[config.mk]
export PLATFORM = sky130hd
export DESIGN_NAME = monitor_secuencia_flat
export DESIGN_NICKNAME = d
export VERILOG_FILES = /design/src/rtl/monitor_secuencia_if.sv /design/src/rtl/monitor_secuencia.sv /design/src/flat_wrapper.sv
export SDC_FILE = /design/constraint.sdc
export NUM_CORES = 1
export LEC_CHECK = 0
export CORE_MARGIN = 8
export CORE_UTILIZATION = 55
export DETAILED_ROUTE_END_ITERATION = 10
export PLACE_DENSITY = 0.88
export SETUP_SLACK_MARGIN = 0.2
export SYNTH_ARGS = -nofsm -noshare
export SYNTH_HDL_FRONTEND = slang
export SYNTH_SLANG_ARGS = --single-unit
[constraint.sdc]
create_clock -name C -period 7.15 [get_ports C]
set_input_delay 1.43 -clock C [delete_from_list [all_inputs] [get_ports C]]
set_output_delay 1.43 -clock C [all_outputs]
set_load 0.01 [all_outputs]
[src/rtl/monitor_secuencia_if.sv]
// Signal bundle between a counter under observation and its sequence monitor.
// There is no valid/ready handshake: Q is sampled on every rising clock edge,
// and every monitor output is registered and valid one cycle after that edge.
interface monitor_secuencia_if;
  logic [3:0] Q;
  logic       LOCK;
  logic       ERR;
  logic       WRAP;
  logic [2:0] IDX;
  logic [7:0] NERR;
  logic       TRACK_DBG;

  modport master (output Q, input LOCK, ERR, WRAP, IDX, NERR, TRACK_DBG);
  modport slave  (input Q, output LOCK, ERR, WRAP, IDX, NERR, TRACK_DBG);
endinterface

[src/rtl/monitor_secuencia.sv]
// Watches a 4-bit counter and checks that it steps through a fixed cyclic sequence,
// flagging violations, counting them (saturating) and marking each full cycle.
module monitor_secuencia #(
  parameter int         LEN = 8,
  parameter logic [3:0] S0  = 4'd0,
  parameter logic [3:0] S1  = 4'd1,
  parameter logic [3:0] S2  = 4'd3,
  parameter logic [3:0] S3  = 4'd7,
  parameter logic [3:0] S4  = 4'd15,
  parameter logic [3:0] S5  = 4'd14,
  parameter logic [3:0] S6  = 4'd12,
  parameter logic [3:0] S7  = 4'd8
) (
  input logic               C,
  input logic               R,
  monitor_secuencia_if.slave mon
);

  typedef enum logic {ACQUIRE, TRACK} state_t;

  localparam logic [3:0] SEQ [8] = '{S0, S1, S2, S3, S4, S5, S6, S7};

  state_t     state_q, state_d;
  logic       lock_q, lock_d;
  logic       err_q, err_d;
  logic       wrap_q, wrap_d;
  logic [2:0] idx_q, idx_d;
  logic [7:0] nerr_q, nerr_d;

  logic       hit;
  logic [2:0] hit_idx;
  logic [2:0] idx_nxt;
  logic       advance;

  always_comb begin
    // Scan downward so the lowest matching index wins; entries past LEN are skipped.
    hit     = 1'b0;
    hit_idx = 3'd0;
    for (int k = 7; k >= 0; k--) begin
      if (k < LEN && mon.Q == SEQ[k]) begin
        hit     = 1'b1;
        hit_idx = 3'(k);
      end
    end
    idx_nxt = (idx_q == 3'(LEN - 1)) ? 3'd0 : idx_q + 3'd1;
    // A repeated sample is never progress, even if it also equals the next entry.
    advance = (mon.Q == SEQ[idx_nxt]) && (mon.Q != SEQ[idx_q]);

    state_d = state_q;
    lock_d  = lock_q;
    idx_d   = idx_q;
    nerr_d  = nerr_q;
    err_d   = 1'b0;
    wrap_d  = 1'b0;

    case (state_q)
      ACQUIRE: begin
        if (hit) begin
          state_d = TRACK;
          idx_d   = hit_idx;
          lock_d  = 1'b1;
        end else begin
          lock_d  = 1'b0;
        end
      end
      TRACK: begin
        if (advance) begin
          idx_d  = idx_nxt;
          wrap_d = (idx_nxt == 3'd0);
        end else begin
          state_d = ACQUIRE;
          lock_d  = 1'b0;
          err_d   = 1'b1;
          nerr_d  = (nerr_q == 8'hFF) ? nerr_q : nerr_q + 8'd1;
        end
      end
      default: state_d = ACQUIRE;
    endcase
  end

  always_ff @(posedge C) begin
    if (R) begin
      state_q <= ACQUIRE;
      lock_q  <= 1'b0;
      err_q   <= 1'b0;
      wrap_q  <= 1'b0;
      idx_q   <= 3'd0;
      nerr_q  <= 8'd0;
    end else begin
      state_q <= state_d;
      lock_q  <= lock_d;
      err_q   <= err_d;
      wrap_q  <= wrap_d;
      idx_q   <= idx_d;
      nerr_q  <= nerr_d;
    end
  end

  assign mon.LOCK      = lock_q;
  assign mon.ERR       = err_q;
  assign mon.WRAP      = wrap_q;
  assign mon.IDX       = idx_q;
  assign mon.NERR      = nerr_q;
  assign mon.TRACK_DBG = (state_q == TRACK);

endmodule

[src/flat_wrapper.sv]
// flat-port wrapper written by rule: the top's interface ports become plain ports
module monitor_secuencia_flat 
#(
  parameter int         LEN = 8,
  parameter logic [3:0] S0  = 4'd0,
  parameter logic [3:0] S1  = 4'd1,
  parameter logic [3:0] S2  = 4'd3,
  parameter logic [3:0] S3  = 4'd7,
  parameter logic [3:0] S4  = 4'd15,
  parameter logic [3:0] S5  = 4'd14,
  parameter logic [3:0] S6  = 4'd12,
  parameter logic [3:0] S7  = 4'd8
)
  (C, R, mon_Q, mon_LOCK, mon_ERR, mon_WRAP, mon_IDX, mon_NERR, mon_TRACK_DBG);
  monitor_secuencia_if mon_i ();
  input logic C;
  input logic R;
  input wire logic [$bits(mon_i.Q)-1:0] mon_Q;
  output wire logic [$bits(mon_i.LOCK)-1:0] mon_LOCK;
  output wire logic [$bits(mon_i.ERR)-1:0] mon_ERR;
  output wire logic [$bits(mon_i.WRAP)-1:0] mon_WRAP;
  output wire logic [$bits(mon_i.IDX)-1:0] mon_IDX;
  output wire logic [$bits(mon_i.NERR)-1:0] mon_NERR;
  output wire logic [$bits(mon_i.TRACK_DBG)-1:0] mon_TRACK_DBG;
  assign mon_i.Q = mon_Q;
  assign mon_LOCK = mon_i.LOCK;
  assign mon_ERR = mon_i.ERR;
  assign mon_WRAP = mon_i.WRAP;
  assign mon_IDX = mon_i.IDX;
  assign mon_NERR = mon_i.NERR;
  assign mon_TRACK_DBG = mon_i.TRACK_DBG;
  monitor_secuencia #(.LEN(LEN), .S0(S0), .S1(S1), .S2(S2), .S3(S3), .S4(S4), .S5(S5), .S6(S6), .S7(S7)) u_core (.C(C), .R(R), .mon(mon_i));
endmodule
==> impl_metrics.py <==
metrics = {
    "timing": {
        "finalClockSkew_ns": 0.00152,
        "fmaxAchievable_mhz": 291,
        "relSlewSlack": 0.614,
        "tns_ns": 0,
        "hold_viol_final": 0,
        "tightestPinTransition_ns": 0.577,
        "setup_viol": 0,
        "rsz0062_at_grt": "false",
        "fin_ws_ns": 3.71,
        "period_share": 0.481,
        "drv_slew": 0,
        "period_minus_slack_ns": 3.44,
    },
    "route": {
        "drt-pass1-iter-count": 4,
        "wire_per_inst_um": 14.6,
        "drc": 0,
        "drt_iter0_markers": 38,
        "wl_mm": 2.55,
        "drtAntennaViolNets": 0,
        "viasPerCell": 5.81,
        "vias": 1016,
    },
    "setup_path": {
        "worstReg2RegEnd": "u_core.mon.NERR[6]",
        "r2r-start": "u_core.mon.IDX[1]",
        "endpoint": "u_core.mon.NERR[6]",
        "critPathMaxFanout": 17,
        "required_ns": 7.35,
        "r2r_cells": 8,
        "startpoint": "mon_Q[1]",
        "startpoint_type": "input pin",
        "arrival_ns": 3.64,
        "criticalPathCategory": "input pin to register",
        "critPathCaptureType": "register",
        "r2r_slack_ns": 4.38,
    },
    "finish": {
        "area_growth_pct": 17.2,
        "multi_input_area_sq_um": 706,
        "layout-drive-gt1-share": 0.128,
        "layout.cells.non_filler": 175,
        "nets": 163,
        "antenna-diode-count": 0,
        "seq_area_sq_um": 300,
        "fillerInstances": 180,
    },
    "logic_synthesis": {
        "synth_edf_count": 0,
        "syn-cell-area_sq_um": 1100,
        "ys_ff_latch": 15,
        "synth_warnings": 0,
        "ys_seq_area_frac": 0.274,
        "synthArstFlopShare": 0,
        "yosys.area.top_type": "dfxtp_1",
        "synth_cell_type_count": 44,
        "syn_inst": 131,
        "syn_area_per_cell_sq_um": 8.38,
        "ys_top_cells_by_area": "dfxtp_1 27%, ha_1 9.1%, a21oi_1 5.0%",
        "synth_nets": 145,
        "synth_ff_type": "dfxtp_1",
        "netlist.area_leader.share": 0.274,
    },
    "run_status": {
        "outcome": "finished clean",
    },
    "die": {
        "start_util": 0.571,
        "die_h_um": 60.7,
        "num_rows": 16,
        "fp.dieArea_sq_um": 3680,
        "die_w_um": 60.7,
        "design.core.area_sq_um": 1920,
        "num_io_pins": 21,
    },
    "clocking": {
        "cts_root_buffer": "clkbuf_4",
        "cts_tree": "done",
        "cts.htree.levels": 1,
        "numCtsBuffers": 3,
        "clk_pin_slew_ns": 0.09,
        "cts.sinks": 15,
        "ctsLongestPathBuffers": 2,
        "post_cts_buffers": 0,
        "worstSkewPairLatency_ns": 0.28,
        "ctsResizeCount": 0,
        "cts_hold_buf": 0,
    },
    "power": {
        "vdd_ir_drop_max_mv": 0.191,
        "powerDensity_nw_per_um2": 161,
        "leakage_uw": 0.000458,
        "intPower_uw": 138,
        "power_switching_uw": 68.2,
        "clkPwrFrac": 0.228,
        "p_seq_frac": 0.460,
        "combPwrFrac": 0.312,
        "p_sw_frac": 0.330,
    },
    "placed_design": {
        "post-place-cells": 171,
        "hpwl_mm": 1.95,
        "place.gp.congestion": 0.797,
        "pre_cts_ws_ns": 3.42,
        "io_buffers": 20,
    },
    "global_route": {
        "grt_pass1_vias": 951,
        "grt_antenna_before_repair": 0,
        "grt_overflow_total": 0,
        "grt_pass1_wl_mm": 4.14,
        "grt_max_degree": 18,
        "track_usage": 0.143,
    },
    "min_path": {
        "hold_path_class": "register to register",
    },
    "job": {
        "maxCapViolations": 0,
    },
}
## synth_stat cells (all sizes together), types with 2 or more instances
cell type,number
a211oi,3
a21oi,12
and2,4
and3,3
buf,2
clkbuf,3
dfxtp,15
ha,8
inv,5
nand2,12
nand3,4
nand4,3
nor2,7
nor3,6
o21a,2
o21ai,11
o221ai,2
o31ai,3
or2,2
or3,6
or4,2
xnor2,2
## power by group through the flow
stage / sequential, uW / clock [uW] / combinational (uW)
floorplan: 95.9 / 0 / 47.6
global placement: 96.3 / 0 / 61.5
detailed placement: 96.7 / 0 / 64.4
CTS: 94.8 / 48.1 / 64.8
global route: 95.6 / 52.6 / 71.5
finish: 95.0 / 47.1 / 64.6
## stage by stage
step / cell area (sq um) / hold WS [ns] / utilization / total power [uW]
after floorplan: 1100 / 0.504 / - / 143
after global placement: 1260 / 0.475 / 0.655 / 158
after CTS: 1290 / 0.504 / 0.669 / 208
after global routing: 1290 / 0.531 / 0.669 / 220
final: 1290 / 0.503 / 0.669 / 207
after detailed placement: 1260 / 0.491 / 0.655 / 161
## layout by cell type (no fill, tap or decap), drive strengths merged
master         count
o2111ai            1
a211oi             3
o21a               2
o211ai             1
or4                2
clkdlybuf4s50     20
nand3              4
and2               4
ha                 8
xor2               1
nand2             12
nand2b             1
nand4              3
inv                5
nor2b              1
mux2               1
o221ai             2
nor3               6
a21oi             12
or3                6
o22ai              1
or3b               1
and3               3
a22oi              1
o31ai              3
nor2               7
xnor2              2
or2                2
clkbuf             3
dfxtp             15
a211o              1
clkinv             1
a311oi             1
mux2i              1
o21ai             11
## worst min path at each step
stage / from / to / slack, ns / cells past startpoint
6_report: u_core.mon.NERR[4] / u_core.mon.NERR[4] / 0.50 / 2
3_3_place_gp: u_core.mon.NERR[4] / u_core.mon.NERR[4] / 0.48 / 2
2_1_floorplan: u_core.mon.NERR[6] / u_core.mon.NERR[6] / 0.50 / 2
4_1_cts: u_core.mon.NERR[4] / u_core.mon.NERR[4] / 0.50 / 2
3_5_place_dp: u_core.mon.NERR[4] / u_core.mon.NERR[4] / 0.49 / 2
5_1_grt: u_core.mon.NERR[6] / u_core.mon.NERR[6] / 0.53 / 2
## routing by layer
layer | wire length [um] | global-route usage | part of all wire | up-vias
met5 | 0 | 0 | 0 | -
met4 | 0 | 0.0133 | 0 | 0
met3 | 105 | 0.0424 | 0.041 | 0
met2 | 1350 | 0.261 | 0.53 | 19
met1 | 1090 | 0.163 | 0.43 | 488
li1 | - | - | - | 509
## cell families after synthesis
group / share of synthesized area
muxes: 0.0228
buffers and inverters: 0.0832
AOI/OAI and AO/OA: 0.251
adders and majority gates: 0.0912
DFF: 0.274
and+or+nand+nor: 0.254
xor gates and xnor gates: 0.0239
## flip-flops by register name, summed over array words and instances, names as in the netlist
name and count:
u_core.mon.IDX 3, u_core.mon.NERR 8, u_core.mon.TRACK_DBG 1, u_core.mon.WRAP 1, u_core.mon.LOCK 1, u_core.mon.ERR 1
## cell type report
type                       count  area share
clock buffer                   3      0.0175
clock inverter                 1     0.00389
inverter                       5      0.0146
multi-input combinational    104       0.549
sequential                    15       0.233
tap                           27      0.0263
timing repair buffer          20       0.156
## critical path, stage by stage
cell and delay, ns:
clkdlybuf4s50_1 0.60, a211o_1 0.42, a211oi_4 0.29, a21oi_2 0.20, or4_1 0.54, a21oi_1 0.16
No activity file was read; power rests on OpenSTA's default activity.
